--- src/rtl/matmul_sequencer.sv ---
// matmul_sequencer: sequences C = A x B over NxN signed elements through a shared multiplier.
// Build option MATMUL_SAT_EN saturates out-of-range results instead of wrapping them.
module matmul_sequencer #(
  parameter int DATA_W = 8,
  parameter int ACC_W = 16,
  parameter int MAX_N = 5,
  parameter int ADDR_W = 5
) (
  input  logic                     clk,
  input  logic                     rst,
  input  logic                     start,
  input  logic [2:0]               size,
  output logic                     busy,
  output logic                     done,
  output logic                     err,
  output logic [ADDR_W-1:0]        a_addr,
  output logic [ADDR_W-1:0]        b_addr,
  input  logic signed [DATA_W-1:0] a_data,
  input  logic signed [DATA_W-1:0] b_data,
  output logic signed [DATA_W-1:0] mul_a,
  output logic signed [DATA_W-1:0] mul_b,
  input  logic signed [DATA_W-1:0] mul_prod,
  input  logic                     mul_ovf,
  output logic                     c_wr_en,
  output logic [ADDR_W-1:0]        c_addr,
  output logic signed [DATA_W-1:0] c_data,
  output logic                     ovf
);
  typedef enum logic [2:0] {IDLE, FETCH, MAC, WRITE, DONE} state_t;
  localparam logic signed [ACC_W-1:0] HI = ACC_W'(2**(DATA_W-1)-1);
  localparam logic signed [ACC_W-1:0] LO = -HI - ACC_W'(1);
  state_t state, nxt;
  logic [2:0] n, i, j, k;
  logic signed [ACC_W-1:0] acc;
  logic rej, bad_size, last_k, last_j, last_ij, acc_hi, acc_lo;
  logic [ADDR_W-1:0] nn;
  logic signed [DATA_W-1:0] res;
  assign bad_size = int'(size) < 2 || int'(size) > MAX_N;
  assign last_k = k == n - 3'd1;
  assign last_j = j == n - 3'd1;
  assign last_ij = last_j && i == n - 3'd1;
  assign acc_hi = acc > HI;
  assign acc_lo = acc < LO;
  assign nn = ADDR_W'(n);
`ifdef MATMUL_SAT_EN
  assign res = acc_hi ? HI[DATA_W-1:0] : acc_lo ? LO[DATA_W-1:0] : acc[DATA_W-1:0];
`else
  assign res = acc[DATA_W-1:0];
`endif
  always_ff @(posedge clk)
    if (rst) state <= IDLE;
    else state <= nxt;
  always_comb begin
    nxt = state;
    case (state)
      IDLE:  nxt = !start ? IDLE : bad_size ? DONE : FETCH;
      FETCH: nxt = MAC;
      MAC:   nxt = last_k ? WRITE : FETCH;
      WRITE: nxt = last_ij ? DONE : FETCH;
      default: nxt = IDLE;
    endcase
  end
  always_ff @(posedge clk)
    if (rst) begin
      n <= '0;
      i <= '0;
      j <= '0;
      k <= '0;
      acc <= '0;
      ovf <= 1'b0;
      rej <= 1'b0;
    end else begin
      case (state)
        IDLE: if (start) begin
          ovf <= 1'b0;
          rej <= bad_size;
          if (!bad_size) begin
            n <= size;
            i <= '0;
            j <= '0;
            k <= '0;
            acc <= '0;
          end
        end
        MAC: begin
          acc <= acc + {{(ACC_W-DATA_W){mul_prod[DATA_W-1]}}, mul_prod};
          ovf <= ovf | mul_ovf;
          if (!last_k) k <= k + 3'd1;
        end
        WRITE: begin
          ovf <= ovf | acc_hi | acc_lo;
          acc <= '0;
          k <= '0;
          j <= last_j ? 3'd0 : j + 3'd1;
          if (last_j) i <= i + 3'd1;
        end
        default: ;
      endcase
    end
  always_comb begin
    busy = state != IDLE;
    done = state == DONE;
    err = state == DONE && rej;
    a_addr = state == FETCH ? ADDR_W'(i) * nn + ADDR_W'(k) : '0;
    b_addr = state == FETCH ? ADDR_W'(k) * nn + ADDR_W'(j) : '0;
    mul_a = state == MAC ? a_data : '0;
    mul_b = state == MAC ? b_data : '0;
    c_wr_en = state == WRITE;
    c_addr = state == WRITE ? ADDR_W'(i) * nn + ADDR_W'(j) : '0;
    c_data = state == WRITE ? res : '0;
  end
endmodule

--- config.mk ---
export PLATFORM = sky130hd
export DESIGN_NAME = matmul_sequencer
export DESIGN_NICKNAME = d
export VERILOG_FILES = /design/src/rtl/matmul_sequencer.sv
export SDC_FILE = /design/constraint.sdc
export NUM_CORES = 1
export LEC_CHECK = 0
export ABC_AREA = 1
export CAP_MARGIN = 20
export CORE_MARGIN = 3
export CORE_UTILIZATION = 42
export DETAILED_ROUTE_END_ITERATION = 8
export PLACE_DENSITY_LB_ADDON = 0.15
export SLEW_MARGIN = 20
export SYNTH_ARGS = -nofsm -noshare
export SYNTH_HDL_FRONTEND = slang
export SYNTH_SLANG_ARGS = --single-unit
--- constraint.sdc ---
create_clock -name clk -period 2.95 [get_ports clk]
set_input_delay 0.59 -clock clk [delete_from_list [all_inputs] [get_ports clk]]
set_output_delay 0.59 -clock clk [all_outputs]
set_load 0.02 [all_outputs]
Word-level counts from Yosys, hierarchy flattened
Index checks and enable logic that the tools add are counted.
- add/sub/neg operators: 8
- multiply operators: 2
- order comparisons: 4
- equality and inequality tests: 11
- muxes and demuxes: 24
- bitwise operators: 4
- reductions and logical operators: 14
- operator list (cell ; count):
    $pmux W16 S3 ; 1
    $mux W16 ; 2
    $mux W3 ; 8
    $mux W8 ; 3
    $add A16 B16 Y16 ; 1
    $gt A16 B8 Y1 const B ; 1
    $lt A16 B8 Y1 const B ; 1
    $add A5 B3 Y5 ; 3
    $mux W5 ; 3
    $pmux W3 S2 ; 2
    $pmux W3 S4 ; 1
    $mul A3 B3 Y5 ; 2
    $add A3 B1 Y3 const B ; 3
    $eq A3 B3 Y1 ; 3
    $pmux W3 S3 ; 1
    $reduce_and A3 Y1 ; 3
    $reduce_and A4 Y1 ; 2
    $eq A3 B2 Y1 const B ; 2
    $ne A2 B2 Y1 const B ; 3
    $reduce_bool A3 Y1 ; 2
    $reduce_and A2 Y1 ; 2
    $eq A3 B1 Y1 const B ; 1
    $eq A3 B3 Y1 const B ; 1
    $gt A3 B3 Y1 const B ; 1
    12 further kinds ; 15
- bits in registers: 33
- bits of input ports: 31
- output and inout port bits: 44
- word-level logic and storage cells: 75

Longest topological paths before layout
- word-level depth: 5
- depth in mapped cells: 12
- depth with buffers taken out: 12

Least setup slack after synthesis
OpenSTA, ideal clock, no wires.
- kind: flip-flop to output port
- start: reg k[2]
- end: out b_addr[4]
- arrival: 2599 ps
- data required time: 2360 ps
- path slack: -239 ps
- stages on the path, launching flop included: 11
- path buffers: 1
- path through: dfxtp_1 -> clkbuf_1 -> nand2_1 -> fa_1 -> inv_1 -> fa_1 -> ha_1 -> a21o_1 -> a21oi_1 -> xor2_1 -> nor2_1
- cells in the longest elaborated chain, start to end: 3
- RTL lines (what ; line ; RTL):
    start, declared ; 33 ; logic [2:0] n, i, j, k;
    start signal, assigned ; 88 ; if (!last_k) k <= k + 3'd1;
    $mul A3 B3 Y5 ; 105 ; b_addr = state == FETCH ? ADDR_W'(k) * nn + ADDR_W'(j) : '0;
    $add A5 B3 Y5 ; 105 ;
    $mux W5 ; 105 ;
    end, declared ; 17 ; output logic [ADDR_W-1:0] b_addr,
Every way passes these cells.

Worst setup path in the final report
- start: reg n[2]
- end: out b_addr[2]
- cells in the longest elaborated chain, start to end: 3
- RTL lines (what ; line ; RTL):
    start, declared ; 33 ;
    start signal, assigned ; 78 ; n <= size;
    $mul A3 B3 Y5 ; 105 ;
    $add A5 B3 Y5 ; 105 ;
    $mux W5 ; 105 ;
Every way passes these cells.

==> out/results.ini <==
[yosys]
yosysMostFrequentCell=nand2_1
ys_types=33
yosys-top-cells-area=dfxtp_1, nand2_1, ha_1
synth_edf_count=0
synth_top_area_share_pct=19.2
synth_top_area_cell=dfxtp_1
ys_seq_area_share_pct=19.2
async_reset_ff_share_pct=0
synth_ff_type=dfxtp_1
yosys-top-cells-count=nand2_1, inv_1, nor2_1, a21oi_1, ha_1
synthesis.area_sq_um=3430
avgSynthCellArea_sq_um=6.19
syn_nets=632
synth_cells=555
ys_seq_elements=33
yosys_warnings=0

[grt]
track_usage_pct=21.0
antenna_found_initial=0
grt_max_degree=24
grt_pass1_wl_mm=15.3
grt_pass1_vias=3365
grt_overflow=0

[setup_path]
crit_required_ps=2360
reg2reg_to=i[1]$_SDFFE_PP0P_
slowest_delay_ps=540
slowest_stage=fa_2
crit_arrival_ps=2700
crit_top_cell=fa_1
reg2reg_depth=13
crit_path_cell_trace=nand2_4 -> fa_1 -> inv_1 -> fa_1 -> buf_4 -> fa_2 -> inv_2 -> nor2_2 -> buf_6
startpoint_type=flop
crit_type=flop to output pin
crit_family=adder cells
rrSetupSlack_ps=840
cp_max_fo=3
endpoint_kind=output pin
cp-startpoint=n[2]$_SDFFE_PP0P_
cp-endpoint=b_addr[2]
crit_cells=9
r2r_start=n[0]$_SDFFE_PP0P_
critPathBufInv=4

[clocking]
cts_tree=yes
cts.sinks=33
cts.clk_slew.worst_paths_ps=70
cts_root_buf=clkbuf_8
htree_levels=2
cts_buffer_depth=2
postCtsHoldBufs=0
clk-insertion-delay-late_ps=280
numCtsBuffers=5

[timing]
rsz0062_at_grt=true
tightestPinTransition_ps=554
setup_tns_ps=-1780
setup_viol=8
hold_ws_ps=485
post-route-period-util_pct=111
timing.final.max_slew_violations=0
relSlewSlack_pct=62.7
max_freq_mhz=304
final.min_clock_period_ps=3290
fin_ws_ps=-338
finClkSkew_ps=9.36
final-hold-violation-count=0

[outcome]
violations=negative setup slack
outcome=finished with violations

[final_layout]
drive_gt1_share_pct=16.9
finalNonFillerCells=764
fin_nets=738
num_antenna_cells=0
area_delta_synth_final_pct=40.3

[worst_hold_path]
hold_path_class=flop to flop
min_from=rej$_SDFFE_PP0P_

[route]
finalWirelength_mm=9.65
wl_per_cell_microns=12.6
drtPass1Iterations=4
postRouteAntennaNets=0
drt_iter0_drc=187
vias=3679
routed_via_density=4.82
drc=0

[placed_design]
place_hpwl_mm=7.50
dp_slack_ps=-556
place_inst=753
gp_congestion=0.865
port_buffers=74

[power]
peakVddDrop_uv=265
cellPowerDensity_nw_per_um2=276
total_power_mw=1.33
leakage_nw=2.44

[die]
boundaryPins=75
fp.dieW_microns=96.4
die_h_microns=96.4
fp-row-count=32
start_util_pct=43.8
dieArea_sq_um=9290
coreArea_sq_um=7850

[flow_run]
cap_violations=0

cells in the final DEF, fill, tap and decap left out, drive strengths merged, types with 3 or more instances in the layout:
master / netlist / routed
xnor2: 5 / 5
nand4: 4 / 4
nor2: 68 / 68
buf: 7 / 46
dlygate4sd2: 0 / 3
nand2: 152 / 152
clkbuf: 5 / 5
or2: 6 / 6
a31oi: 3 / 3
dfxtp: 33 / 33
inv: 110 / 110
nor3: 8 / 8
xor2: 8 / 8
ha: 38 / 38
nand3b: 3 / 3
o21ai: 15 / 15
nand3: 32 / 32
a21oi: 44 / 44
clkdlybuf4s50: 0 / 62
fa: 8 / 8
layout make-up:
cell class | count | area [sq um]
inverters | 110 | 413
clock buffers | 5 | 68.8
well taps | 102 | 128
multi-input cells | 400 | 2440
repair buffers | 111 | 1030
clock inverters | 3 | 65.1
flip-flops and latches | 33 | 671
fillers | 736 | 3030
how the worst min path moves through the flow:
stage / endpoint / slack [ps] / cells past startpoint
floorplan: rej$_SDFFE_PP0P_ / 430 / 2
detailed placement: rej$_SDFFE_PP0P_ / 470 / 2
CTS: rej$_SDFFE_PP0P_ / 490 / 2
global route: rej$_SDFFE_PP0P_ / 520 / 2
global placement: rej$_SDFFE_PP0P_ / 460 / 2
finish: rej$_SDFFE_PP0P_ / 480 / 2
flip-flops by register name, summed over array words and instances (netlist names):
| register | count |
|---|---|
| k | 3 |
| state | 3 |
| j | 3 |
| ovf | 1 |
| n | 3 |
| rej | 1 |
| acc | 16 |
| i | 3 |
metal layers:
metal | wire [microns] | part of all wire [%] | GRT usage [%]
met1 | 4270 | 44 | 28.2
met2 | 4520 | 47 | 36.3
met3 | 832 | 8.6 | 3.25
met4 | 31 | 0.32 | 3.27
met5 | 0 | 0 | 0
power breakdown:
group | switching [mW] | leakage (nW) | internal (mW)
clock network | 0.175 | 0.0681 | 0.336
registers | 0.0177 | 0.270 | 0.461
logic | 0.195 | 2.10 | 0.145
total | 0.388 | 2.44 | 0.942
worst min-delay path, stage by stage (launching register included):
cell and delay [ps]:
dfxtp_1 300, inv_1 80, a21oi_1 60
stage by stage:
| stage | utilization (%) | area, sq um |
|---|---|---|
| finish | 61.4 | 4820 |
| global placement | 57.7 | 4530 |
| floorplan | - | 3480 |
| detailed placement | 57.7 | 4530 |
| CTS | 60.4 | 4740 |
| global route | 61.4 | 4820 |
kinds of logic after synthesis:
family | share of synthesized area [%]
DFF | 19.2
adders and majority gates | 18.5
buffers and inverters | 14.2
xor gates and xnor gates | 3.32
AOI/OAI and AO/OA | 9.95
and+or+nand+nor | 34.8
what timing repair did:
item,CTS,global route
setup endpoints to repair,12,9
setup buffers,1,3
pin swaps,6,13
resized for setup,76,17
Power figures use the tool's default switching activity.
